`src/rtl/multi_delay_timer.sv`:
```
// multi_delay_timer: NCH independent free-running delay timers.
// Each channel counts enabled cycles up to its active period, emits a
// one-cycle wrap pulse and restarts. New periods land in a shadow register
// and take effect at the next wrap. Sticky per-channel error flags cover
// rejected zero loads and the (unreachable) cnt > period condition.
// Optional feature macro: TIMER_ONESHOT_EN adds oneshot/done ports.
module multi_delay_timer #(
  parameter int unsigned NCH        = 4,
  parameter int unsigned CBITS      = 12,
  parameter int unsigned DEF_PERIOD = 2500,
  localparam int unsigned LCW = (NCH > 1) ? $clog2(NCH) : 1
) (
  input  logic             clk,
  input  logic             rst,
  input  logic [NCH-1:0]   en,
  input  logic             ld,
  input  logic [LCW-1:0]   ld_ch,
  input  logic [CBITS-1:0] ld_val,
  input  logic [NCH-1:0]   err_clr,
`ifdef TIMER_ONESHOT_EN
  input  logic [NCH-1:0]   oneshot,
  output logic [NCH-1:0]   done,
`endif
  output logic [NCH-1:0]   sig,
  output logic [NCH-1:0]   err,
  output logic [NCH-1:0]   flg
);

  localparam logic [CBITS-1:0] DEF_P = CBITS'(DEF_PERIOD);

  logic [CBITS-1:0] cnt    [NCH];
  logic [CBITS-1:0] period [NCH];
  logic [CBITS-1:0] shadow [NCH];
  logic [NCH-1:0]   pend;

  logic [CBITS-1:0] cnt_n  [NCH];
  logic [CBITS-1:0] per_n  [NCH];
  logic [CBITS-1:0] shd_n  [NCH];
  logic [NCH-1:0]   pend_n;
  logic [NCH-1:0]   sig_n;
  logic [NCH-1:0]   err_n;
  logic [NCH-1:0]   flg_n;
  logic [NCH-1:0]   ld_hit;
`ifdef TIMER_ONESHOT_EN
  logic [NCH-1:0]   done_n;
`endif

  // Decode the load strobe into a per-channel hit; out-of-range channels are dropped.
  always_comb begin
    ld_hit = '0;
    if (ld && (32'(ld_ch) < NCH)) ld_hit[ld_ch] = 1'b1;
  end

  // Per-channel next state: count/wrap, deferred period swap, loads and error flags.
  always_comb begin
    for (int unsigned i = 0; i < NCH; i++) begin
      cnt_n[i]  = cnt[i];
      per_n[i]  = period[i];
      shd_n[i]  = shadow[i];
      pend_n[i] = pend[i];
      sig_n[i]  = 1'b0;
      err_n[i]  = err[i];
`ifdef TIMER_ONESHOT_EN
      done_n[i] = done[i];
`endif
      // Clear first so that any set condition below overrides it.
      if (err_clr[i]) err_n[i] = 1'b0;
      if (cnt[i] > period[i]) err_n[i] = 1'b1;

`ifdef TIMER_ONESHOT_EN
      if (!done[i] && en[i]) begin
`else
      if (en[i]) begin
`endif
        if (cnt[i] >= period[i]) begin
          cnt_n[i] = '0;
          sig_n[i] = 1'b1;
          if (pend[i]) begin
            per_n[i]  = shadow[i];
            pend_n[i] = 1'b0;
          end
`ifdef TIMER_ONESHOT_EN
          if (oneshot[i]) done_n[i] = 1'b1;
`endif
        end else begin
          cnt_n[i] = cnt[i] + 1'b1;
        end
      end

      // The wrap above already consumed the old shadow, so a same-cycle
      // load simply becomes the next pending value.
      if (ld_hit[i]) begin
        if (ld_val == '0) begin
          err_n[i] = 1'b1;
        end else begin
          shd_n[i]  = ld_val;
          pend_n[i] = 1'b1;
`ifdef TIMER_ONESHOT_EN
          // A halted channel has no interval in flight: apply the period at once.
          if (done[i]) begin
            per_n[i]  = ld_val;
            pend_n[i] = 1'b0;
            done_n[i] = 1'b0;
          end
`endif
        end
      end

      flg_n[i] = (cnt_n[i] < per_n[i]);
    end
  end

  // Register all channel state; reset discards any pending shadow value.
  always_ff @(posedge clk) begin
    if (rst) begin
      for (int unsigned i = 0; i < NCH; i++) begin
        cnt[i]    <= '0;
        period[i] <= DEF_P;
        shadow[i] <= DEF_P;
      end
      pend <= '0;
      sig  <= '0;
      err  <= '0;
      flg  <= '1;
`ifdef TIMER_ONESHOT_EN
      done <= '0;
`endif
    end else begin
      cnt    <= cnt_n;
      period <= per_n;
      shadow <= shd_n;
      pend   <= pend_n;
      sig    <= sig_n;
      err    <= err_n;
      flg    <= flg_n;
`ifdef TIMER_ONESHOT_EN
      done   <= done_n;
`endif
    end
  end

endmodule

```
`config.mk`:
```
export PLATFORM = sky130hd
export DESIGN_NAME = multi_delay_timer
export DESIGN_NICKNAME = d
export VERILOG_FILES = /design/src/rtl/multi_delay_timer.sv
export SDC_FILE = /design/constraint.sdc
export NUM_CORES = 1
export LEC_CHECK = 0
export CORE_MARGIN = 10
export CORE_UTILIZATION = 45
export DETAILED_ROUTE_END_ITERATION = 12
export MAX_ROUTING_LAYER = met4
export PLACE_DENSITY = 0.59
export SETUP_SLACK_MARGIN = 0.5
export SYNTH_ARGS = -nofsm -noshare
export SYNTH_HDL_FRONTEND = slang
export SYNTH_SLANG_ARGS = --single-unit
```
`constraint.sdc`:
```
create_clock -name clk -period 4.3 [get_ports clk]
set_clock_uncertainty 0.05 [all_clocks]
set_input_delay 0.86 -clock clk [delete_from_list [all_inputs] [get_ports clk]]
set_output_delay 0.86 -clock clk [all_outputs]
set_load 0.005 [all_outputs]
```
==> results by group, run 1 <==
Synth
  – Number of warnings issued by yosys: 0
  – Syn_area_per_cell: 8.44 sq um
  – Top_reg_cell synth: dfxtp_1
  – Mapped Nets: around 1100
  – Cell area after synthesis: roughly 8500 sq um
  – Sequential fraction of the synthesis area: 0.377
  – Cells after Synth: 1007
  – Post-synth EDFFs: 0
  – Yosys cell types: 50
  – Async set-reset flop share out of synthesis: 0
  – Register bit total from synthesis: between 150 and 200

Route
  – Via Count: a little under 7000
  – Drt first pass iters: 5
  – Drt initial violations: around 340
  – Vias per cell: 5.29
  – Final ANT Viol Nets: 0
  – Routed length per placed instance: approximately 16 um
  – Total wire length: between 20000 and 25000 um
  – # DRC: 0

GRT
  – Vias in the first global route: approximately 6600
  – Global-route usage over all layers: 0.174
  – First-pass GRT wire length: about 34000 um
  – Pin count of the biggest net entering global routing: 60
  – Initial antenna violation count: 0
  – Remaining Overflow, GRT: 0

Clocking
  – Root Driver: clkbuf_16
  – CTS Sinks: between 150 and 200
  – CTS tree: done
  – H-tree Lvls: 4
  – Reg clk slew, reported paths: around 0.06 ns
  – CTS Buf Count: 17
  – Bufs on Longest Clock Path: 2
  – Clock Latency Late Sink: around 0.43 ns

Setup path
  – Setup crit start kind: flop
  – WS Path Type: flop to flop
  – CP max FO: 5
  – Critical path capture point type: flop
  – Arrival time worst endpoint: 4.00 ns
  – R2r setup slk: between 0.5 and 0.6 ns
  – CP required: approximately 4.6 ns
  – R2R depth: 13

Floorplan
  – Starting Density: 0.456
  – Die W: around 160 um
  – Vert. Die Dim: 157 um
  – I/O pins: 37
  – FP Rows: 50
  – Die Area: around 25000 sq um
  – Core area: 18600 sq um

Timing
  – Relative slew slack: 0.533
  – RSZ-0062 raised after global routing: true
  – Final min period: roughly 3.7 ns
  – Hold violation count in the final report: 0
  – Final WS setup: around 0.59 ns
  – Final number of setup-violating endpoints: 0
  – Max-slew violations: 0
  – Setup TNS: 0 ns
  – Fmax: about 0.27 GHz
  – Worst Tran Pin Value: approximately 0.70 ns
  – Final worst-path cycle share: 0.862

Placed design
  – Post-DP HPWL: around 15000 um
  – Number of port buffers: 36
  – Pre-CTS setup slack: 0.369 ns
  – GP Congestion: between 0.8 and 0.9

Flow run
  – Max Cap Viol: 0

Layout
  – Diode count: 0
  – Fraction of layout cells with a size suffix above 1: 0.0918
  – Nets@finish: ~1200
  – Synth-to-layout area growth: 17.4%

Run status
  – Outcome: complete, no violations

Power
  – Max VDD drop: roughly 0.00026 V
  – Pwr/cell area: about 310 nW/um^2
  – P_leak: about 0.0043 uW

Hold path
  – Worst Hold Depth: 2
  – Worst min-delay path class: flop to flop
-- where the power goes --
part | switching (uW) | internal [uW] | total [uW]
sequential | 23.2 | 1510 | 1530
combinational | 101 | 69.5 | 170
clock | 646 | 771 | 1420
-- what timing repair did --
action | 4_1_cts | 5_1_grt
gates cloned | 0 | 1
hold buffers | 0 | 0
setup buffers | 0 | 11
resized for setup | 2 | 40
endpoints found under the setup margin | 2 | 4
pin swaps | 1 | 10
-- state kept, by name (all words and copies together), names as in the netlist --
| signal | cells |
|---|---|
| shadow | 48 |
| period | 48 |
| flg | 4 |
| err | 4 |
| sig | 4 |
| pend | 4 |
| cnt | 48 |
-- worst max-delay path, stage by stage, from the launching register on --
cell and delay (ns):
dfxtp_1 0.34, ha_1 0.32, a21o_1 0.19, a221o_1 0.34, a221oi_4 0.37, a31oi_4 0.17, buf_12 0.17, mux2i_4 0.18
ha_1 0.29, or3_1 0.37, o211ai_1 0.12, a21oi_1 0.09, or4_1 0.39, o32ai_1 0.21
-- cells in the final DEF (no fill, tap or decap), types with 4 or more instances in the layout --
master / instances
and2_1: 10
clkdlybuf4s50_1: 35
nand3_1: 32
ha_1: 93
dfxtp_1: 156
a21o_1: 14
and3_1: 8
o211ai_1: 7
a221o_1: 9
clkinvlp_4: 4
xnor2_1: 7
xor2_1: 29
mux2i_2: 6
or2_2: 4
dfxtp_2: 4
nand2b_1: 25
a21oi_1: 65
nand3b_1: 8
buf_4: 24
mux2i_1: 38
nor3_1: 7
nand4_1: 27
nor2_1: 127
clkinv_2: 4
o21ai_0: 17
nor2b_1: 14
nand2_1: 137
o21a_1: 5
inv_1: 61
clkbuf_16: 18
-- stage by stage --
stage	total power (uW)	hold WS [ns]	cells	cell area, sq um	util
after floorplan	1660	0.382	1007	8500	-
after global placement	1730	0.395	1257	9150	0.491
after detailed placement	1730	0.402	1257	9150	0.491
after CTS	3140	0.411	1289	9700	0.520
after global routing	3240	0.428	1301	9980	0.536
final	3120	0.410	1301	9980	0.536
-- final cells by class --
type                       count  area [sq um]
clock buffer                  20           457
clock inverter                12          85.1
fill                        1772          8660
inverter                      61           229
multi-input combinational    749          5080
sequential                   160          3210
tap                          234           293
timing repair buffer          65           629
-- path summary, 6_finish.rpt --
kind | from | to
setup / recovery | cnt[5] | flg[3]
hold / removal | shadow[39] | shadow[39]
setup reg to reg | cnt[5] | flg[3]
hold reg to reg | shadow[39] | shadow[39]
-- Yosys cell counts, drive strengths merged (3+ instances only) --
cell type | n | area share
a211oi | 4 | 0.0035
a21o | 14 | 0.012
a21oi | 68 | 0.040
a221o | 9 | 0.011
a31oi | 6 | 0.0044
and2 | 12 | 0.0088
and3 | 8 | 0.0059
and4 | 4 | 0.0041
buf | 6 | 0.0053
clkbuf | 31 | 0.014
dfxtp | 160 | 0.38
ha | 96 | 0.14
inv | 61 | 0.027
mux2i | 47 | 0.055
nand2 | 137 | 0.060
nand2b | 25 | 0.018
nand3 | 32 | 0.019
nand3b | 8 | 0.0071
nand4 | 27 | 0.020
nor2 | 127 | 0.056
nor2b | 14 | 0.010
nor3 | 7 | 0.0041
nor4 | 3 | 0.0022
o211ai | 7 | 0.0062
o21a | 5 | 0.0044
o21ai | 18 | 0.011
o21bai | 3 | 0.0026
o2bb2ai | 3 | 0.0031
o32ai | 3 | 0.0040
or2 | 6 | 0.0044
xnor2 | 7 | 0.0072
xor2 | 29 | 0.030
-- per-layer routing --
metal,vias to the layer above,GRT usage,share of wire
met3,18,0.0358,0.029
li1,3565,-,-
met1,3210,0.223,0.49
met2,85,0.276,0.47
met4,0,0.0401,0.0095
met5,-,-,0
-- logic make-up after synthesis --
kind of cell             after synthesis  synth area share
XOR/XNOR                              36            0.0371
AO/OA/AOI/OAI                        156             0.120
adder cells (fa/ha/maj)               96             0.141
multiplexers                          47            0.0553
buffers and inverters                 98            0.0459
AND/OR/NAND/NOR                      414             0.224
flip-flops                           160             0.377
Power figures use the tool's default switching activity.
==> run 2, diff against run 1 <==
--- a/config.mk
+++ b/config.mk
@@ -6,10 +6,10 @@
 export NUM_CORES = 1
 export LEC_CHECK = 0
 export CORE_MARGIN = 10
-export CORE_UTILIZATION = 45
+export CORE_UTILIZATION = 30
 export DETAILED_ROUTE_END_ITERATION = 12
 export MAX_ROUTING_LAYER = met4
-export PLACE_DENSITY = 0.59
+export PLACE_DENSITY = 0.42
 export SETUP_SLACK_MARGIN = 0.5
 export SYNTH_ARGS = -nofsm -noshare
 export SYNTH_HDL_FRONTEND = slang
==> run 2 against run 1 <==
  * First-iteration DRC count decreased by 6.2%
  * Maximum frequency increased by 0.91%
  * Power increased by 5.1%
  * Count of clock-buffer cells in the layout unchanged
  * Critical path depth increased by 1
  * Setup slack improved by 0.033 ns
  * Cell count increased by 11%
  * Register-to-register slack improved by 0.03 ns
  * Non-clock buffer count increased by 5
  * Cell area increased by 3.7%
  * Sequential share of layout area decreased by 1.0 points
  * Sequential cell count unchanged
  * Largest cell class unchanged
  * Highest routed layer unchanged
==> results by group, run 2 (synthesized netlist as in run 1, its figures left out) <==
Clocking
  – H-tree Lvls: 4
  – Clock Latency Late Sink: 0.42 ns
  – CTS tree: done
  – Reg clk slew, reported paths: 0.06 ns
  – Hold bufs inserted after CTS: 0
  – CTS Sinks: 160
  – CTS Buf Count: 17
  – Root Driver: clkbuf_16
  – Bufs on Longest Clock Path: 2

GRT
  – First-pass GRT wire length: between 30000 and 40000 um
  – Remaining Overflow, GRT: 0
  – Global-route usage over all layers: 0.131
  – Vias in the first global route: between 6000 and 7000
  – Pin count of the biggest net entering global routing: 38
  – Initial antenna violation count: 0

Setup path
  – Critical path capture point type: flop
  – CP max FO: 7
  – Arrival time worst endpoint: 3.95 ns
  – FF-to-FF Start: cnt[18]
  – Reg-to-reg endpoint: flg[2]
  – WS Path Type: flop to flop
  – Setup crit start kind: flop
  – CP required: about 4.6 ns
  – R2R depth: 14
  – R2r setup slk: between 0.6 and 0.7 ns

Floorplan
  – Vert. Die Dim: ~190 um
  – Die W: approximately 190 um
  – Core area: about 28000 sq um
  – FP Rows: ~60
  – Die Area: 35500 sq um
  – I/O pins: 37
  – Starting Density: 0.305

Layout
  – Synth-to-layout area growth: 21.8%
  – Non-Filler Instances: around 1500
  – Regs by FF count: cnt (48), period (48), shadow (48)
  – Nets@finish: 1180
  – Fraction of layout cells with a size suffix above 1: 0.114
  – Commonest non-fill, non-tap cell in the layout: dfxtp_1
  – Commonest cells after routing, fill and taps aside: dfxtp_1, nand2_1, nor2_1, ha_1, a21oi_1
  – Diode count: 0
  – Fillers: ~2800
  – Final core occ: 0.372

Placed design
  – Number of port buffers: 36
  – Post-DP HPWL: between 15000 and 20000 um
  – GP Congestion: 0.809
  – Pre-CTS setup slack: 0.329 ns
  – Placed Cells: roughly 1400

Hold path
  – Worst Hold Depth: 2
  – Hold Path Origin: shadow[0]
  – Worst min-delay path class: flop to flop
  – Worst hold endpoint: shadow[0]

Timing
  – Worst Tran Pin Value: 0.732 ns
  – Final min period: 3.67 ns
  – Hold violation count in the final report: 0
  – Final WS setup: about 0.63 ns
  – Setup TNS: 0 ns
  – Final number of setup-violating endpoints: 0
  – WHS: a little over 0.4 ns
  – Fmax: approximately 0.27 GHz
  – Max-slew violations: 0
  – Final worst-path cycle share: 0.854
  – Relative slew slack: 0.508
  – RSZ-0062 raised after global routing: false

Route
  – Drt first pass iters: 4
  – Via Count: approximately 7000
  – Vias per cell: 4.70
  – Final ANT Viol Nets: 0
  – # DRC: 0
  – Total wire length: 22500 um
  – Drt initial violations: 320
  – Routed length per placed instance: between 15 and 20 um

Power
  – Pwr/cell area: approximately 320 nW/um^2
  – Max VDD drop: between 0.0002 and 0.00025 V
  – P_leak: between 0.004 and 0.005 uW

Run status
  – Outcome: complete, no violations

Flow run
  – Max Cap Viol: 0
-- run 2: changes by cell type in the layout (fill, tap and decap cells not counted), moves of 3 or more --
cell / previous run / this run
buf_4: 24 / 28
ha_4: 2 / 6
dfxtp_2: 4 / 11
nor2_1: 127 / 124
bufinv_16: 0 / 3
ha_1: 93 / 88
dfxtp_1: 156 / 148
-- run 2: how the worst max path moves through the flow --
stage | from | endpoint | slack [ns] | cells after the start
3_3_place_gp | cnt[17] | flg[2] | 0.30 | 14
6_report | cnt[18] | flg[2] | 0.63 | 14
4_1_cts | cnt[17] | flg[2] | 0.53 | 14
2_1_floorplan | cnt[5] | flg[3] | 0.55 | 13
3_5_place_dp | cnt[17] | flg[2] | 0.33 | 14
5_1_grt | cnt[18] | flg[2] | 0.47 | 14
-- run 2: metal layers --
metal	up-vias	part of all wire	global-route usage	routed length, um
met3	14	0.017	0.0220	392
li1	3582	-	-	-
met4	0	0.011	0.0336	247
met2	61	0.46	0.207	10400
met5	-	0	-	0
met1	3162	0.51	0.170	11500
-- run 2: critical path: stages, from the launching register on --
cell	delay, ns
dfxtp_1	0.42
ha_4	0.23
and2_4	0.13
a221o_1	0.31
a221o_1	0.43
o311ai_4	0.25
buf_6	0.20
mux2i_2	0.24
ha_1	0.28
a211oi_2	0.22
o21bai_1	0.08
a21o_1	0.16
a21oi_2	0.17
o211ai_1	0.11
o32ai_2	0.29
-- run 2: metrics by stage --
stage	area [sq um]	power [uW]
2_1_floorplan	8500	1660
3_3_place_gp	9360	1740
3_5_place_dp	9360	1740
4_1_cts	10000	3340
5_1_grt	10400	3410
6_report	10400	3280
-- run 2: final cells by class --
type	instances	area [sq um]	area share
multi-input combinational	749	5160	0.498
sequential	160	3220	0.311
timing repair buffer	70	666	0.0643
tap	378	473	0.0457
clock buffer	20	447	0.0431
inverter	61	229	0.0221
clock inverter	12	159	0.0153
-- run 2: repair_timing --
item / CTS / global route
buffers inserted: 5 / 7
gates cloned: 0 / 1
pin swaps: 1 / 22
setup endpoints to repair: 2 / 4
resized for setup: 6 / 59
-- run 2: report_power, final --
| part | switching, uW | internal, uW |
|---|---|---|
| registers | 23.3 | 1510 |
| clock network | 636 | 934 |
| logic | 106 | 71.3 |
